File: config.mk
export PLATFORM = sky130hd
export DESIGN_NAME = sys_cmd_master
export DESIGN_NICKNAME = d
export VERILOG_FILES = /design/src/rtl/sys_proto_pkg.sv /design/src/rtl/sys_rsp_timer.sv /design/src/rtl/sys_cmd_master.sv
export SDC_FILE = /design/constraint.sdc
export NUM_CORES = 1
export LEC_CHECK = 0
export CORE_ASPECT_RATIO = 1.75
export CORE_MARGIN = 8
export CORE_UTILIZATION = 54
export CTS_CLUSTER_SIZE = 25
export DETAILED_ROUTE_END_ITERATION = 10
export HOLD_SLACK_MARGIN = 0.12
export PLACE_DENSITY = 0.88
export RECOVER_POWER = 100
export SYNTH_ARGS = -nofsm -noshare
export SYNTH_HDL_FRONTEND = slang
export SYNTH_HIERARCHICAL = 1
export SYNTH_SLANG_ARGS = --single-unit
export TNS_END_PERCENT = 20
File: constraint.sdc
create_clock -name REF_CLK -period 5.9 [get_ports REF_CLK]
set_clock_uncertainty 0.15 [all_clocks]
set_input_delay 1.18 -clock REF_CLK [delete_from_list [all_inputs] [get_ports REF_CLK]]
set_output_delay 1.18 -clock REF_CLK [all_outputs]
set_load 0.005 [all_outputs]
File: src/rtl/sys_proto_pkg.sv
// sys_proto_pkg: opcode bytes, op encodings, frame lengths and states shared
// by the command master and the system controller.
package sys_proto_pkg;

  localparam logic [7:0] REG_WRITE = 8'hAA;
  localparam logic [7:0] REG_READ  = 8'hBB;
  localparam logic [7:0] ALU_W_OP  = 8'hCC;
  localparam logic [7:0] ALU_N_OP  = 8'hDD;

  typedef enum logic [1:0] {
    OP_WR    = 2'b00,
    OP_RD    = 2'b01,
    OP_ALU_W = 2'b10,
    OP_ALU_N = 2'b11
  } cmd_op_e;

  localparam logic [2:0] LEN_WR    = 3'd3;
  localparam logic [2:0] LEN_RD    = 3'd2;
  localparam logic [2:0] LEN_ALU_W = 3'd4;
  localparam logic [2:0] LEN_ALU_N = 3'd2;

  typedef enum logic [1:0] {
    IDLE      = 2'd0,
    SEND      = 2'd1,
    WAIT_RSP0 = 2'd2,
    WAIT_RSP1 = 2'd3
  } state_e;

  function automatic logic [7:0] op_byte(input cmd_op_e op);
    logic [7:0] b;
    unique case (op)
      OP_WR:    b = REG_WRITE;
      OP_RD:    b = REG_READ;
      OP_ALU_W: b = ALU_W_OP;
      OP_ALU_N: b = ALU_N_OP;
    endcase
    return b;
  endfunction

  function automatic logic [2:0] frame_len(input cmd_op_e op);
    logic [2:0] n;
    unique case (op)
      OP_WR:    n = LEN_WR;
      OP_RD:    n = LEN_RD;
      OP_ALU_W: n = LEN_ALU_W;
      OP_ALU_N: n = LEN_ALU_N;
    endcase
    return n;
  endfunction

endpackage

File: src/rtl/sys_rsp_timer.sv
// sys_rsp_timer: response gap counter; expires once it has
// counted TIMEOUT_CYC-1 enabled cycles since the last clear.
module sys_rsp_timer #(
  parameter int TIMEOUT_CYC = 4096
) (
  input  logic i_clk,
  input  logic i_rst_n,
  input  logic i_clr,
  input  logic i_en,
  output logic o_expire
);

  localparam int CW = (TIMEOUT_CYC > 2) ? $clog2(TIMEOUT_CYC) : 1;

  logic [CW-1:0] r_cnt;

  assign o_expire = (r_cnt == CW'(TIMEOUT_CYC - 1));

  always_ff @(posedge i_clk or negedge i_rst_n) begin
    if (!i_rst_n)
      r_cnt <= '0;
    else if (i_clr)
      r_cnt <= '0;
    else if (i_en && !o_expire)
      r_cnt <= r_cnt + CW'(1);
  end

endmodule

File: src/rtl/sys_cmd_master.sv
// sys_cmd_master: serialises one command into a protocol frame and collects
// the reply. Response timeout is built only with SYS_CMD_MASTER_TIMEOUT_EN.
module sys_cmd_master
  import sys_proto_pkg::*;
#(
  parameter int BUS_WIDTH   = 8,
  parameter int Reg_Addr    = 4,
  parameter int ALU_FUN     = 4,
  parameter int TIMEOUT_CYC = 4096
) (
  input  logic                   REF_CLK,
  input  logic                   SYNC_RST,
  input  logic                   CMD_VALID,
  output logic                   CMD_READY,
  input  logic [1:0]             CMD_OP,
  input  logic [Reg_Addr-1:0]    CMD_ADDR,
  input  logic [BUS_WIDTH-1:0]   CMD_WDATA,
  input  logic [BUS_WIDTH-1:0]   CMD_OP_A,
  input  logic [BUS_WIDTH-1:0]   CMD_OP_B,
  input  logic [ALU_FUN-1:0]     CMD_FUN,
  output logic [BUS_WIDTH-1:0]   TX_DATA,
  output logic                   TX_VALID,
  input  logic                   TX_READY,
  input  logic [BUS_WIDTH-1:0]   RX_DATA,
  input  logic                   RX_VALID,
  output logic [2*BUS_WIDTH-1:0] RSP_DATA,
  output logic                   RSP_VALID,
  output logic                   RSP_TIMEOUT,
  output logic                   BUSY
);

  state_e                 r_state, w_next;
  cmd_op_e                r_op;
  logic [Reg_Addr-1:0]    r_addr;
  logic [BUS_WIDTH-1:0]   r_wdata, r_op_a, r_op_b;
  logic [ALU_FUN-1:0]     r_fun;
  logic [2:0]             r_idx, r_len, w_nidx;
  logic [BUS_WIDTH-1:0]   r_tx_data, w_nbyte;
  logic [BUS_WIDTH-1:0]   w_addr_b, w_fun_b;
  logic                   r_tx_valid;
  logic [2*BUS_WIDTH-1:0] r_rsp_data;
  logic                   r_rsp_valid;
  logic                   w_accept, w_tx_hs;
  logic                   w_last, w_timeout;

  assign w_accept = CMD_VALID & (r_state == IDLE);
  assign w_tx_hs  = r_tx_valid & TX_READY;
  assign w_last   = w_tx_hs & (r_idx == r_len - 3'd1);
  assign w_nidx   = r_idx + 3'd1;
  assign w_addr_b = BUS_WIDTH'(r_addr);
  assign w_fun_b  = BUS_WIDTH'(r_fun);

`ifdef SYS_CMD_MASTER_TIMEOUT_EN
  logic w_wait, w_expire, r_rsp_to;

  assign w_wait = (r_state == WAIT_RSP0) |
                  (r_state == WAIT_RSP1);

  sys_rsp_timer #(
    .TIMEOUT_CYC(TIMEOUT_CYC)
  ) u_rsp_timer (
    .i_clk    (REF_CLK),
    .i_rst_n  (SYNC_RST),
    .i_clr    (~w_wait | RX_VALID),
    .i_en     (w_wait),
    .o_expire (w_expire)
  );

  // A byte arriving on the expiry cycle beats the timeout
  assign w_timeout = w_wait & w_expire & ~RX_VALID;

  always_ff @(posedge REF_CLK or negedge SYNC_RST) begin
    if (!SYNC_RST) r_rsp_to <= 1'b0;
    else           r_rsp_to <= w_timeout;
  end

  assign RSP_TIMEOUT = r_rsp_to;
`else
  logic w_unused_to;
  assign w_unused_to = (TIMEOUT_CYC != 0);
  assign w_timeout   = 1'b0;
  assign RSP_TIMEOUT = 1'b0;
`endif

  always_ff @(posedge REF_CLK or negedge SYNC_RST) begin
    if (!SYNC_RST) r_state <= IDLE;
    else           r_state <= w_next;
  end

  always_comb begin
    w_next = r_state;
    unique case (r_state)
      IDLE:
        if (w_accept) w_next = SEND;
      SEND:
        if (w_last)
          w_next = (r_op == OP_WR) ? IDLE : WAIT_RSP0;
      WAIT_RSP0:
        if (RX_VALID)
          w_next = (r_op == OP_RD) ? IDLE : WAIT_RSP1;
        else if (w_timeout)
          w_next = IDLE;
      WAIT_RSP1:
        if (RX_VALID || w_timeout) w_next = IDLE;
    endcase
  end

  // Byte that follows the one currently on TX_DATA
  always_comb begin
    w_nbyte = '0;
    unique case (1'b1)
      (r_op == OP_WR):
        w_nbyte = (w_nidx == 3'd1) ? w_addr_b : r_wdata;
      (r_op == OP_RD):
        w_nbyte = w_addr_b;
      (r_op == OP_ALU_W):
        w_nbyte = (w_nidx == 3'd1) ? r_op_a :
                  (w_nidx == 3'd2) ? r_op_b : w_fun_b;
      default:
        w_nbyte = w_fun_b;
    endcase
  end

  always_ff @(posedge REF_CLK or negedge SYNC_RST) begin
    if (!SYNC_RST) begin
      r_op        <= OP_WR;
      r_addr      <= '0;
      r_wdata     <= '0;
      r_op_a      <= '0;
      r_op_b      <= '0;
      r_fun       <= '0;
      r_idx       <= '0;
      r_len       <= '0;
      r_tx_data   <= '0;
      r_tx_valid  <= 1'b0;
      r_rsp_data  <= '0;
      r_rsp_valid <= 1'b0;
    end else begin
      r_rsp_valid <= 1'b0;
      if (w_accept) begin
        r_op       <= cmd_op_e'(CMD_OP);
        r_addr     <= CMD_ADDR;
        r_wdata    <= CMD_WDATA;
        r_op_a     <= CMD_OP_A;
        r_op_b     <= CMD_OP_B;
        r_fun      <= CMD_FUN;
        r_idx      <= '0;
        r_len      <= frame_len(cmd_op_e'(CMD_OP));
        r_tx_data  <= BUS_WIDTH'(op_byte(cmd_op_e'(CMD_OP)));
        r_tx_valid <= 1'b1;
      end
      if (w_tx_hs) begin
        if (w_last) begin
          r_tx_valid <= 1'b0;
          if (r_op == OP_WR) begin
            r_rsp_valid <= 1'b1;
            r_rsp_data  <= '0;
          end
        end else begin
          r_idx     <= w_nidx;
          r_tx_data <= w_nbyte;
        end
      end
      if (r_state == WAIT_RSP0 && RX_VALID) begin
        r_rsp_data[BUS_WIDTH-1:0] <= RX_DATA;
        if (r_op == OP_RD) begin
          r_rsp_data[2*BUS_WIDTH-1:BUS_WIDTH] <= '0;
          r_rsp_valid <= 1'b1;
        end
      end
      if (r_state == WAIT_RSP1 && RX_VALID) begin
        r_rsp_data[2*BUS_WIDTH-1:BUS_WIDTH] <= RX_DATA;
        r_rsp_valid <= 1'b1;
      end
    end
  end

  assign CMD_READY = (r_state == IDLE);
  assign BUSY      = (r_state != IDLE);
  assign TX_DATA   = r_tx_data;
  assign TX_VALID  = r_tx_valid;
  assign RSP_DATA  = r_rsp_data;
  assign RSP_VALID = r_rsp_valid;

endmodule

==> impl_metrics.yaml <==
cts:
  cts-hold-fix-buffers: 0
  max-clock-path-buffers: 2
  ctsResizeCount: 0
  cts_num_sinks: 68
  h-tree-depth: 3
  ctsRootBufferMaster: "clkbuf_8"
  tritoncts: "done"
  clkLatencyLatePin_ps: 340
  clk_slew_on_worst_s_h_paths_ps: 70
  cts-buffers-inserted: 9
  post-cts-setup-buffers: 0
logic_synthesis:
  synth_sequential_area_ratio: 0.518
  top_area_cell_type_share_of_the_netlist_area: 0.518
  yosysWarningCount: 6
  synth_enable_flop_cells: 0
  synthesized_nets: 396
  dominantRegCellSynth: "dfrtp_1"
  syn-cell-area_mm2: 0.00328
  ys_seq_elements: 68
  postSynth.asyncResetShare: 1.00
  post_synth.cell_area_avg_um2: 9.51
  most_area_hungry_cell_type_in_the_yosys_netlist: "dfrtp_1"
  synth_top_cells_by_area: "dfrtp_1 (52%), nand2_1 (12%), a22o_1 (4.3%)"
  netlist_instances: 345
  post_synth_num_cell_types: 46
placed_design:
  dp.final_hpwl_um: 6080
  io_buffers: 74
  gp_congestion: 0.854
  dpl_worst_slack_ps: 2380
timing:
  post-route-period-util: 0.747
  grt_setup_unrepaired: "false"
  setup_slack_ps: 1500
  timing.final.crit_period_ps: 4400
  timing.setup.tns_ps: 0
  timing.fmax_mhz: 227
  max_slew.worst_pin.slew_ps: 2250
  maxSlewViolCount: 25
  timing.final.hold_violations: 0
  setup_viol_count_final: 0
  worst_slew_margin_rel: -0.502
pwr:
  worst_ir_drop_vdd_v: 0.000263
  power_leakage_nw: 1.99
  post-layout-total-power_w: 0.00214
  pwr_density_cell_mw_per_mm2: 514
global_routing:
  globalRoute.totalOverflow: 0
  first_global_vias: 2890
  grt_start_max_net_pins: 69
  wire_length_of_the_first_global_routing_pass_um: 13400
  antenna_found_initial: 0
  track_usage: 0.191
run_status:
  run_status: "finished with violations"
  failing_checks: "capacitance limit, slew limit"
drt:
  num_vias: 2735
  first_iter_violations: 173
  detail_route.vias_per_cell: 5.54
  avgRoutedWirePerCell_um: 16.5
  routed_wire_length_um: 8140
  detailedRoute.firstPassIterationCount: 4
  ant_nets: 0
  drcViolationCount: 0
finish:
  area_overhead_of_the_layout_relative_to_synthesis_pct: 26.9
  drive_gt1_frac: 0.0721
  finalNetCount: 462
  final_common_cell: "nand2_1"
  multiInputGateArea_mm2: 0.00135
  post-route-util: 0.708
  sequential_standard_cell_area_mm2: 0.00170
  fill_cells: 468
  layout.cells.most_common_list: "nand2_1 (103), dfrtp_1 (68), clkdlybuf4s50_1 (43), dlygate4sd3_1 (30), o21ai_0 (20)"
  n_antenna_cell: 0
critical_path:
  crit_path_top_delay_cell: "nor3b_1"
  timing.critical_path.cells: "dlygate4sd3_1 -> nor3b_1 -> buf_4 -> nand2_1 -> and3_2 -> a31oi_1"
  worst-endpoint-required_ps: 6020
  worstPathMaxFanout: 29
  cp_num_buf_inv: 2
  worst_path_arrival_time_ps: 4520
  setup.worst_path.class: "in2reg"
  worstSetupStartpointType: "primary input"
  path_delay_family: "simple AND/OR/NAND/NOR gates"
  endpoint_kind: "flip-flop"
  slowest_delay_ps: 1740
run:
  drv_cap: 1
floorplanning:
  standard_cell_row_count: 37
  initial_cell_density_of_the_core: 0.558
  placeableCoreArea_mm2: 0.00588
  floorplan.io_pins: 76
  dieWidth_um: 74.9
  die_area_mm2: 0.00893
  overall_die_height_um: 119
hold_path:
  holdCritPathClass: "reg2reg"
-- worst min-delay path, stage by stage (launching register included) --
cell,delay (ps)
dfrtp_1,350
nand2_1,50
nand2_1,60
-- final cells by class --
type,count,area share
flip-flops and latches,68,0.409
well taps,78,0.0234
clock buffers,9,0.0297
multi-input cells,237,0.323
repair buffers,76,0.180
inverters,19,0.0171
clock inverters,7,0.0177
-- logic make-up after synthesis --
logic type,Yosys count,share of synthesized area
and+or+nand+nor,136,0.175
DFF,68,0.518
muxes,7,0.0233
xor gates and xnor gates,5,0.0183
other,1,0.00114
buffers and inverters,40,0.0629
AOI/OAI and AO/OA,84,0.185
adders and majority gates,4,0.0153
-- per-layer routing --
layer / global-route usage / up-vias / routed length [um]
met5: 0 / - / 0
met1: 0.208 / 1289 / 3110
met4: 0.0988 / 0 / 268
li1: - / 1313 / -
met2: 0.324 / 111 / 4240
met3: 0.0454 / 22 / 522
-- flip-flops by register name, summed over array words and instances (netlist names), 2 cells and up --
name and cells:
RSP_DATA 16, TX_DATA 8, r_op_a 8, r_op_b 8
r_wdata 8, r_addr 4, r_fun 4, r_idx 3
r_len 3, r_op 2, r_state 2
-- power breakdown --
part	switching (W)	total [W]	internal, W
clock network	0.000181	0.000378	0.000197
logic	0.000502	0.000926	0.000424
registers	0.000164	0.000838	0.000674
-- cells in the mapped netlist, types with 5 or more instances --
| cell type | count |
|---|---|
| inv_1 | 18 |
| dfrtp_1 | 68 |
| a31oi_1 | 10 |
| a22o_1 | 16 |
| mux2_2 | 5 |
| a21oi_1 | 9 |
| o21ai_0 | 20 |
| clkbuf_1 | 6 |
| nand2_1 | 103 |
| o31ai_1 | 5 |
| nor2_1 | 17 |
| buf_2 | 6 |
-- final timing paths --
path | from | endpoint | slack [ps] | depth (start not counted)
min | r_op_b[6]$_DFFE_PN0P_ | r_op_b[6]$_DFFE_PN0P_ | 330 | 2
max reg2reg | r_state[1]$_DFFE_PN0P_ | TX_DATA[2]$_DFF_PN0_ | 2400 | 5
min in group asynchronous | SYNC_RST | TX_VALID$_DFF_PN0_ | 860 | 2
min reg2reg | r_op_b[6]$_DFFE_PN0P_ | r_op_b[6]$_DFFE_PN0P_ | 330 | 2
max in group asynchronous | SYNC_RST | TX_DATA[7]$_DFF_PN0_ | 4190 | 2
max | CMD_VALID | TX_DATA[2]$_DFF_PN0_ | 1500 | 6
-- per-stage QoR --
| step | hold WS (ps) | area (um^2) | instances |
|---|---|---|---|
| 5_1_grt | 349 | 4170 | 494 |
| 3_5_place_dp | 314 | 4000 | 478 |
| 6_report | 332 | 4170 | 494 |
| 4_1_cts | 332 | 4200 | 494 |
| 2_1_floorplan | 296 | 3280 | 345 |
| 3_3_place_gp | 311 | 4000 | 478 |
Power figures use the tool's default switching activity.
